**src/rtl/ras_checkpointed.sv**
```systemverilog
// ras_checkpointed: return address stack for the fetch stage with per-branch
// checkpoints. The stack state is saved when a speculative branch is fetched,
// and restored from the oldest outstanding checkpoint on a misprediction flush.
//
// Optional feature macro: RAS_TOS_REPAIR_EN
//   When defined, each checkpoint also saves the top-of-stack entry. A restore
//   writes that entry back, so a wrong-path push that overwrote it is undone.
//
// Ports:
//   clk            clock
//   rst            synchronous active-high reset (stack memory is not cleared)
//   fetch_flush    misprediction flush; restore from oldest checkpoint
//   early_flush    early branch flush; discard checkpoints, no restore
//   branch_fetched speculative branch fetched; take checkpoint
//   branch_retired oldest branch resolved; release its checkpoint
//   push           call fetched; push new_addr
//   pop            return fetched; pop top of stack
//   new_addr       return address to push
//   addr           current top-of-stack prediction (mem[read_index])
//   addr_valid     stack non-empty
//   ckpt_full      checkpoint store holds CKPT_DEPTH entries
module ras_checkpointed #(
  parameter int RAS_ENTRIES = 8,
  parameter int ADDR_W      = 32,
  parameter int CKPT_DEPTH  = 8
) (
  input  logic              clk,
  input  logic              rst,
  input  logic              fetch_flush,
  input  logic              early_flush,
  input  logic              branch_fetched,
  input  logic              branch_retired,
  input  logic              push,
  input  logic              pop,
  input  logic [ADDR_W-1:0] new_addr,
  output logic [ADDR_W-1:0] addr,
  output logic              addr_valid,
  output logic              ckpt_full
);

  localparam int RAS_DEPTH_W = $clog2(RAS_ENTRIES);
  localparam int CNT_W       = $clog2(RAS_ENTRIES + 1);
  localparam int CK_PTR_W    = (CKPT_DEPTH > 1) ? $clog2(CKPT_DEPTH) : 1;
  localparam int CK_NUM_W    = $clog2(CKPT_DEPTH + 1);

  localparam logic [CNT_W-1:0]    CNT_MAX = CNT_W'(RAS_ENTRIES);
  localparam logic [CK_NUM_W-1:0] CK_MAX  = CK_NUM_W'(CKPT_DEPTH);
  localparam logic [CK_PTR_W-1:0] CK_LAST = CK_PTR_W'(CKPT_DEPTH - 1);

  logic [ADDR_W-1:0]      mem [RAS_ENTRIES];
  logic [RAS_DEPTH_W-1:0] read_index;
  logic [CNT_W-1:0]       count;

  logic [RAS_DEPTH_W-1:0] ck_idx [CKPT_DEPTH];
  logic [CNT_W-1:0]       ck_cnt [CKPT_DEPTH];
`ifdef RAS_TOS_REPAIR_EN
  logic [ADDR_W-1:0]      ck_tos [CKPT_DEPTH];
`endif
  logic [CK_PTR_W-1:0]    ck_wr;
  logic [CK_PTR_W-1:0]    ck_rd;
  logic [CK_NUM_W-1:0]    ck_num;

  // Index arithmetic wraps: on overflow the oldest entry is silently reused.
  function automatic logic [RAS_DEPTH_W-1:0] wrap_index(
    input logic [RAS_DEPTH_W-1:0] b, input logic inc, input logic dec);
    logic [RAS_DEPTH_W-1:0] r;
    r = b;
    if (inc && !dec)      r = b + 1'b1;
    else if (dec && !inc) r = b - 1'b1;
    return r;
  endfunction

  // Occupancy saturates at 0 and RAS_ENTRIES; computed one bit wider.
  function automatic logic [CNT_W-1:0] sat_count(
    input logic [CNT_W-1:0] c, input logic inc, input logic dec);
    logic [CNT_W:0] w;
    w = {1'b0, c};
    if (inc && !dec)      w = (c == CNT_MAX) ? w : w + 1'b1;
    else if (dec && !inc) w = (c == '0) ? w : w - 1'b1;
    return w[CNT_W-1:0];
  endfunction

  function automatic logic [CK_PTR_W-1:0] ck_next(input logic [CK_PTR_W-1:0] p);
    return (p == CK_LAST) ? '0 : p + 1'b1;
  endfunction

  logic                   ck_empty;
  logic                   flush_any;
  logic                   restore;
  logic                   ck_enq;
  logic                   ck_deq;
  logic [RAS_DEPTH_W-1:0] base_idx;
  logic [CNT_W-1:0]       base_cnt;
  logic [RAS_DEPTH_W-1:0] new_index;
  logic [CNT_W-1:0]       new_count;

  assign ck_empty  = (ck_num == '0);
  assign flush_any = fetch_flush | early_flush;
  assign restore   = fetch_flush & ~ck_empty;
  // A branch fetched during a flush belongs to the squashed path.
  assign ck_enq    = branch_fetched & ~flush_any & ~ckpt_full;
  assign ck_deq    = branch_retired & ~flush_any & ~ck_empty;

  assign base_idx  = restore ? ck_idx[ck_rd] : read_index;
  assign base_cnt  = restore ? ck_cnt[ck_rd] : count;
  assign new_index = wrap_index(base_idx, push, pop);
  assign new_count = sat_count(base_cnt, push, pop);

  assign addr       = mem[read_index];
  assign addr_valid = (count != '0);
  assign ckpt_full  = (ck_num == CK_MAX);

  // Stage p0 -> registered state: stack memory write port (push beats repair)
  always_ff @(posedge clk) begin
    if (!rst) begin
      if (push) begin
        mem[new_index] <= new_addr;
      end
`ifdef RAS_TOS_REPAIR_EN
      else if (restore) begin
        mem[base_idx] <= ck_tos[ck_rd];
      end
`endif
    end
  end

  always_ff @(posedge clk) begin
    if (!rst && ck_enq) begin
      ck_idx[ck_wr] <= read_index;
      ck_cnt[ck_wr] <= count;
`ifdef RAS_TOS_REPAIR_EN
      ck_tos[ck_wr] <= addr;
`endif
    end
  end

  always_ff @(posedge clk) begin
    if (rst) begin
      read_index <= '0;
      count      <= '0;
      ck_wr      <= '0;
      ck_rd      <= '0;
      ck_num     <= '0;
    end else begin
      read_index <= new_index;
      count      <= new_count;
      if (flush_any) begin
        ck_wr  <= '0;
        ck_rd  <= '0;
        ck_num <= '0;
      end else begin
        if (ck_enq) ck_wr <= ck_next(ck_wr);
        if (ck_deq) ck_rd <= ck_next(ck_rd);
        if (ck_enq && !ck_deq)      ck_num <= ck_num + 1'b1;
        else if (ck_deq && !ck_enq) ck_num <= ck_num - 1'b1;
      end
    end
  end

endmodule

```
**config.mk**
```make
export PLATFORM = sky130hd
export DESIGN_NAME = ras_checkpointed
export DESIGN_NICKNAME = d
export VERILOG_FILES = /design/src/rtl/ras_checkpointed.sv
export SDC_FILE = /design/constraint.sdc
export NUM_CORES = 1
export LEC_CHECK = 0
export BUFFER_PORTS_ARGS = -buffer_cell sky130_fd_sc_hd__buf_2
export CORE_AREA = 2 2 151 153
export DETAILED_ROUTE_END_ITERATION = 10
export DIE_AREA = 0 0 153 155
export PLACE_DENSITY = 0.88
export SYNTH_ARGS = -nofsm -noshare
export SYNTH_HDL_FRONTEND = slang
export SYNTH_SLANG_ARGS = --single-unit
```
**constraint.sdc**
```tcl
create_clock -name clk -period 7.9 [get_ports clk]
set_input_delay 0.395 -clock clk [delete_from_list [all_inputs] [get_ports clk]]
set_output_delay 0.395 -clock clk [all_outputs]
set_load 0.02 [all_outputs]
```
=== Word-level counts from Yosys, hierarchy flattened ===
Memories as Yosys holds them, arrays and structs flattened. A register that Yosys moved wholly into a read port is not among the register bits.
Index checks and enable logic that the tools add are counted.

* Bits in registers: 17
* Bits in writable memories: 312
* Bits of input ports: 40
* Output and inout port bits: 34
* Logic and storage cells: 66
* Memories: 3

{| class="wikitable"
|+ Memory list
! memory !! words !! width !! rd ports !! clocked after Yosys merged registers in !! write ports !! RTL line !! source
|-
| mem || 8 || 32 || 1 || 1 || 1 || 50 || <nowiki>logic [ADDR_W-1:0] mem [RAS_ENTRIES];</nowiki>
|-
| ck_cnt || 8 || 4 || 1 || 1 || 1 || 55 || <nowiki>logic [CNT_W-1:0] ck_cnt [CKPT_DEPTH];</nowiki>
|-
| ck_idx || 8 || 3 || 1 || 1 || 1 || 54 || <nowiki>logic [RAS_DEPTH_W-1:0] ck_idx [CKPT_DEPTH];</nowiki>
|}

* Add/subtract/negate cells: 8
* Equal/unequal tests: 4
* Mux-type cells: 22
* Bitwise gates (word level): 9
* Reductions and logical operators: 15

{| class="wikitable"
|+ Operators by type and width
! cell !! number
|-
| two-way mux 3 bit || 10
|-
| two-way mux 4 bit || 7
|-
| adder 3 x 1 -> 3 bit, second input constant || 3
|-
| adder 4 x 1 -> 4 bit, second input constant || 2
|-
| == test 4 bit, second input constant || 2
|-
| zero test 4 bit || 2
|-
| subtractor 4 x 1 -> 4 bit, second input constant || 2
|-
| == test 3 bit, second input constant || 2
|-
| AND 1 bit || 5
|-
| logical AND 1 bit || 5
|-
| zero test 1 bit || 5
|-
| two-way mux 1 bit || 5
|-
| nonzero test 4 bit || 1
|-
| inverter 1 bit || 3
|-
| subtractor 3 x 1 -> 3 bit, second input constant || 1
|-
| nonzero test 2 bit || 1
|-
| OR reduction 2 bit || 1
|-
| bitwise OR 1 bit || 1
|}

=== Logic depth before layout (Yosys ltp) ===
* Depth in word-level cells: 8
* Mapped depth: 12
* Gate-level depth less buffers: 11

=== Worst setup path before layout ===
No wires, ideal clock.

* Kind: flip-flop to flip-flop
* From: register with a tool-made name
* To: memory mem[3][0] (enable)
* Library setup time: 513 ps
* Data arrival time: 5,625 ps
* Required time: 7,387 ps
* Slack: 1,761 ps
* Stages on the path, launching flop included: 11
* Path buffers: 2
* Clock period less this slack: 6,139 ps
* Cell sequence: dfxtp_1 > buf_6 > buf_6 > mux4_2 > mux2i_1 > o21a_1 > inv_1 > ha_1 > a22oi_1 > xor2_1 > nor4b_1

{| class="wikitable"
|+ RTL lines
! what !! RTL line
|-
| end: declaration || 50
|}

==> qor.csv <==
stage;metric;value;unit
drt;DRC violations left;0;
yosys;Synth area leaders;edfxtp_1 (72%), mux4_2 (12%), dfxtp_1 (3.1%);
setup_path;CP endpoint;mem[4][31];
min_path;hold crit path type;in -> reg;
floorplan;IO Pins;74;
pwr;Net Sw Power;0.8920;mW
setup_path;FF-to-FF End;mem[4][31];
setup_path;critical path capture point type;register;
setup_path;crit-path cells;buf_4 > mux4_1 > mux2i_1 > a21o_1 > inv_1 > ha_1 > a22oi_1 > xor2_1 > nand2b_1 > nor3b_2 > buf_4;
floorplan;area of the die;0.02372;mm²
cts;post-CTS setup buffer count;0;
global_routing;largest net degree at the start of global routing;74;
pwr;register share of total power;0.524;
pwr;Sw Share;0.2289;
global_routing;gr usage total;0.2187;
finish;most frequent cells in the layout;edfxtp_1 (312), buf_2 (73), mux4_2 (72);
drt;vias per inst;6.273;
drt;Routed WL;25630;µm
setup_path;family with the most delay on the worst path;simple AND/OR/NAND/NOR gates;
cts;CTS Buffer Depth;3;
global_routing;Overflow after GRT;0;
drt;post-route ant nets;0;
pwr;Clock Power Share;0.377;
finish;fraction of final layout cells sized beyond drive strength 1;0.3486;
yosys;Synth top area share;0.7201;
setup_path;Crit-path slowest cell;nor3b_2;
setup_path;Crit path depth;11;
yosys;register area share after synthesis;0.7508;
finish;Final Non-Filler Cells;1032;
sta;setup TNS;0;ns
yosys;Syn Std Cell Area;0.01301;mm²
setup_path;Worst EP arrival;4.61;ns
pwr;Comb power frac;0.099;
cts;Post-CTS Resized;0;
drt;wire length per cell;24.83;µm
placement;hpwl dp;14740;µm
setup_path;most used cell along the critical path;buf_4;
cts;H-tree levels;1;
yosys;Synthesis Warnings;0;
yosys;number of synthesized register bits;332;
cts;Root Buffer;clkbuf_16;
drt;via count;6474;
placement;Placer Congestion;0.8168;
setup_path;worst-path fanout max;21;
cts;CTS Buf Count;30;
finish;Layout Nets;771;
cts;worst-skew pair later-pin latency;0.55;ns
yosys;Mapped Cells;627;
cts;TritonCTS Sinks;332;
floorplan;FP Rows;55;
setup_path;CP required;8.12;ns
finish;Syn-to-layout area delta;13.82;%
run;max-cap viol count;0;
sta;# setup viols final;0;
pwr;Peak VDD IR;277.8;µV
drt;violation count after the first detailed-route iteration;719;
setup_path;Buf+Inv Stages, Crit Path;3;
yosys;largest area contributor in the netlist;edfxtp_1;
global_routing;vias in the first global route;6825;
setup_path;slowest stage delay, CP;1.01;ns
cts;clock-pin slew of the registers on the worst-case setup and hold paths;0.07;ns
setup_path;cells on worst reg2reg path;11;
sta;Worst-Margin Slew;1.268;ns
cts;Hold-fix buffers, CTS;0;
yosys;Post-Syn Nets;679;
sta;Fmax achieved;0.2281;GHz
floorplan;Initial Util;0.5854;
sta;period utilisation layout;0.5549;
finish;commonest non-fill, non-tap cell in the layout;edfxtp_1;
yosys;syn_area_per_cell;20.75;µm²
pwr;internal power;3.005;mW
sta;minimum clock period;4.384;ns
floorplan;core area;0.02223;mm²
global_routing;initial antenna violation count;6;
drt;1st-pass router iterations;7;
floorplan;Die W;153;µm
sta;RSZ-0062 raised after global routing;false;
global_routing;global-route wire length before repair;39720;µm
yosys;post-synthesis cell type count;43;
outcome;outcome;completed;
sta;Final Hold Fails;0;
floorplan;die span in y;155;µm
sta;clock skew;0.01016;ns
pwr;Power Dens Cells;263.2;mW/mm²
setup_path;reg2reg setup slack;3.52;ns
sta;worst relative slew slack;0.1509;
placement;Placed Instances;972;
setup_path;critical path type;reg -> reg;
cts;CTS tree;done;
placement;port buffer count;73;
sta;Final Max Slew Viols;0;
setup_path;Critical Path Start Type;register;
pwr;Pleak;4.809;nW
## cell type report
class,instances,area (µm²)
diodes,4,10.01
clock buffers,31,775.7
clock inverters,25,232.7
fillers,1310,7418
inverters,7,26.28
multi-input cells,259,3144
flip-flops and latches,332,9778
well taps,285,356.6
repair buffers,89,485.5
## power by group through the flow
stage | registers, mW | clock network, mW | logic (mW)
after floorplan | 2.04 | 0 | 0.288
after global placement | 2.07 | 0 | 0.368
after detailed placement | 2.08 | 0 | 0.382
after CTS | 2.04 | 1.49 | 0.388
after global routing | 2.05 | 1.55 | 0.410
final | 2.04 | 1.47 | 0.385
## per-stage QoR
step / total power, mW / hold slack [ns] / cell area (µm²) / util / worst slack [ns]
after floorplan: 2.323 / 0.4918 / 13010 / - / 1.761
after global placement: 2.441 / 0.5068 / 13790 / 0.6204 / 3.670
after detailed placement: 2.463 / 0.5555 / 13790 / 0.6204 / 3.562
after CTS: 3.920 / 0.1012 / 14800 / 0.6658 / 3.504
after global routing: 4.012 / 0.1145 / 14800 / 0.6660 / 3.192
final: 3.897 / 0.1144 / 14810 / 0.6663 / 3.516
## layer usage
layer  vias to the layer above  global-route usage  routed length (µm)
met5                         -                   0                  29
met4                         4             0.06966                 693
met3                        61             0.03315                1465
met2                       272              0.3756               13370
met1                      3368              0.2948               10070
li1                       2769                   -                   -
## logic make-up after synthesis
kind of cell               synth area share
and+or+nand+nor                     0.03029
buffers and inverters               0.01164
AOI/OAI and AO/OA                   0.01846
muxes                                0.1733
adders and majority gates           0.01212
xor gates and xnor gates           0.003366
DFF                                  0.7508
## Yosys cell counts, drive strengths merged
cell type    n
a211oi       2
a21o         2
a21oi        8
a221oi       2
a22oi        2
a31oi        4
buf         11
clkbuf      18
dfxtp       20
edfxtp     312
fa           1
ha          11
inv          7
mux2        32
mux2i       22
mux4        74
nand2       14
nand2b       7
nand3        1
nand4        3
nor2        26
nor2b        2
nor3        10
nor3b        2
nor4         1
nor4b        3
nor4bb       1
o21a         4
o21ai        8
o22a         1
o41a         1
o41ai        2
or3          6
or4          2
xnor2        3
xor2         2
## state kept, by name (all words and copies together), names as in the netlist, named ones only
| signal | flops |
|---|---|
| ck_cnt | 32 |
| ck_idx | 24 |
| ck_num | 4 |
| ck_rd | 3 |
| ck_wr | 3 |
| count | 4 |
| mem | 256 |
| read_index | 3 |
## how the worst min path moves through the flow
stage | start | end | slack [ns] | cells past startpoint
2_1_floorplan | ck_num[3] | ck_num[3] | 0.49 | 2
3_3_place_gp | ck_num[3] | ck_num[3] | 0.51 | 2
3_5_place_dp | ck_rd[0] | register | 0.56 | 2
4_1_cts | new_addr[11] | mem[3][11] | 0.10 | 1
5_1_grt | new_addr[7] | mem[5][7] | 0.11 | 1
6_report | new_addr[0] | mem[7][0] | 0.11 | 1
Note: power is estimated with default switching activity, not from simulation.
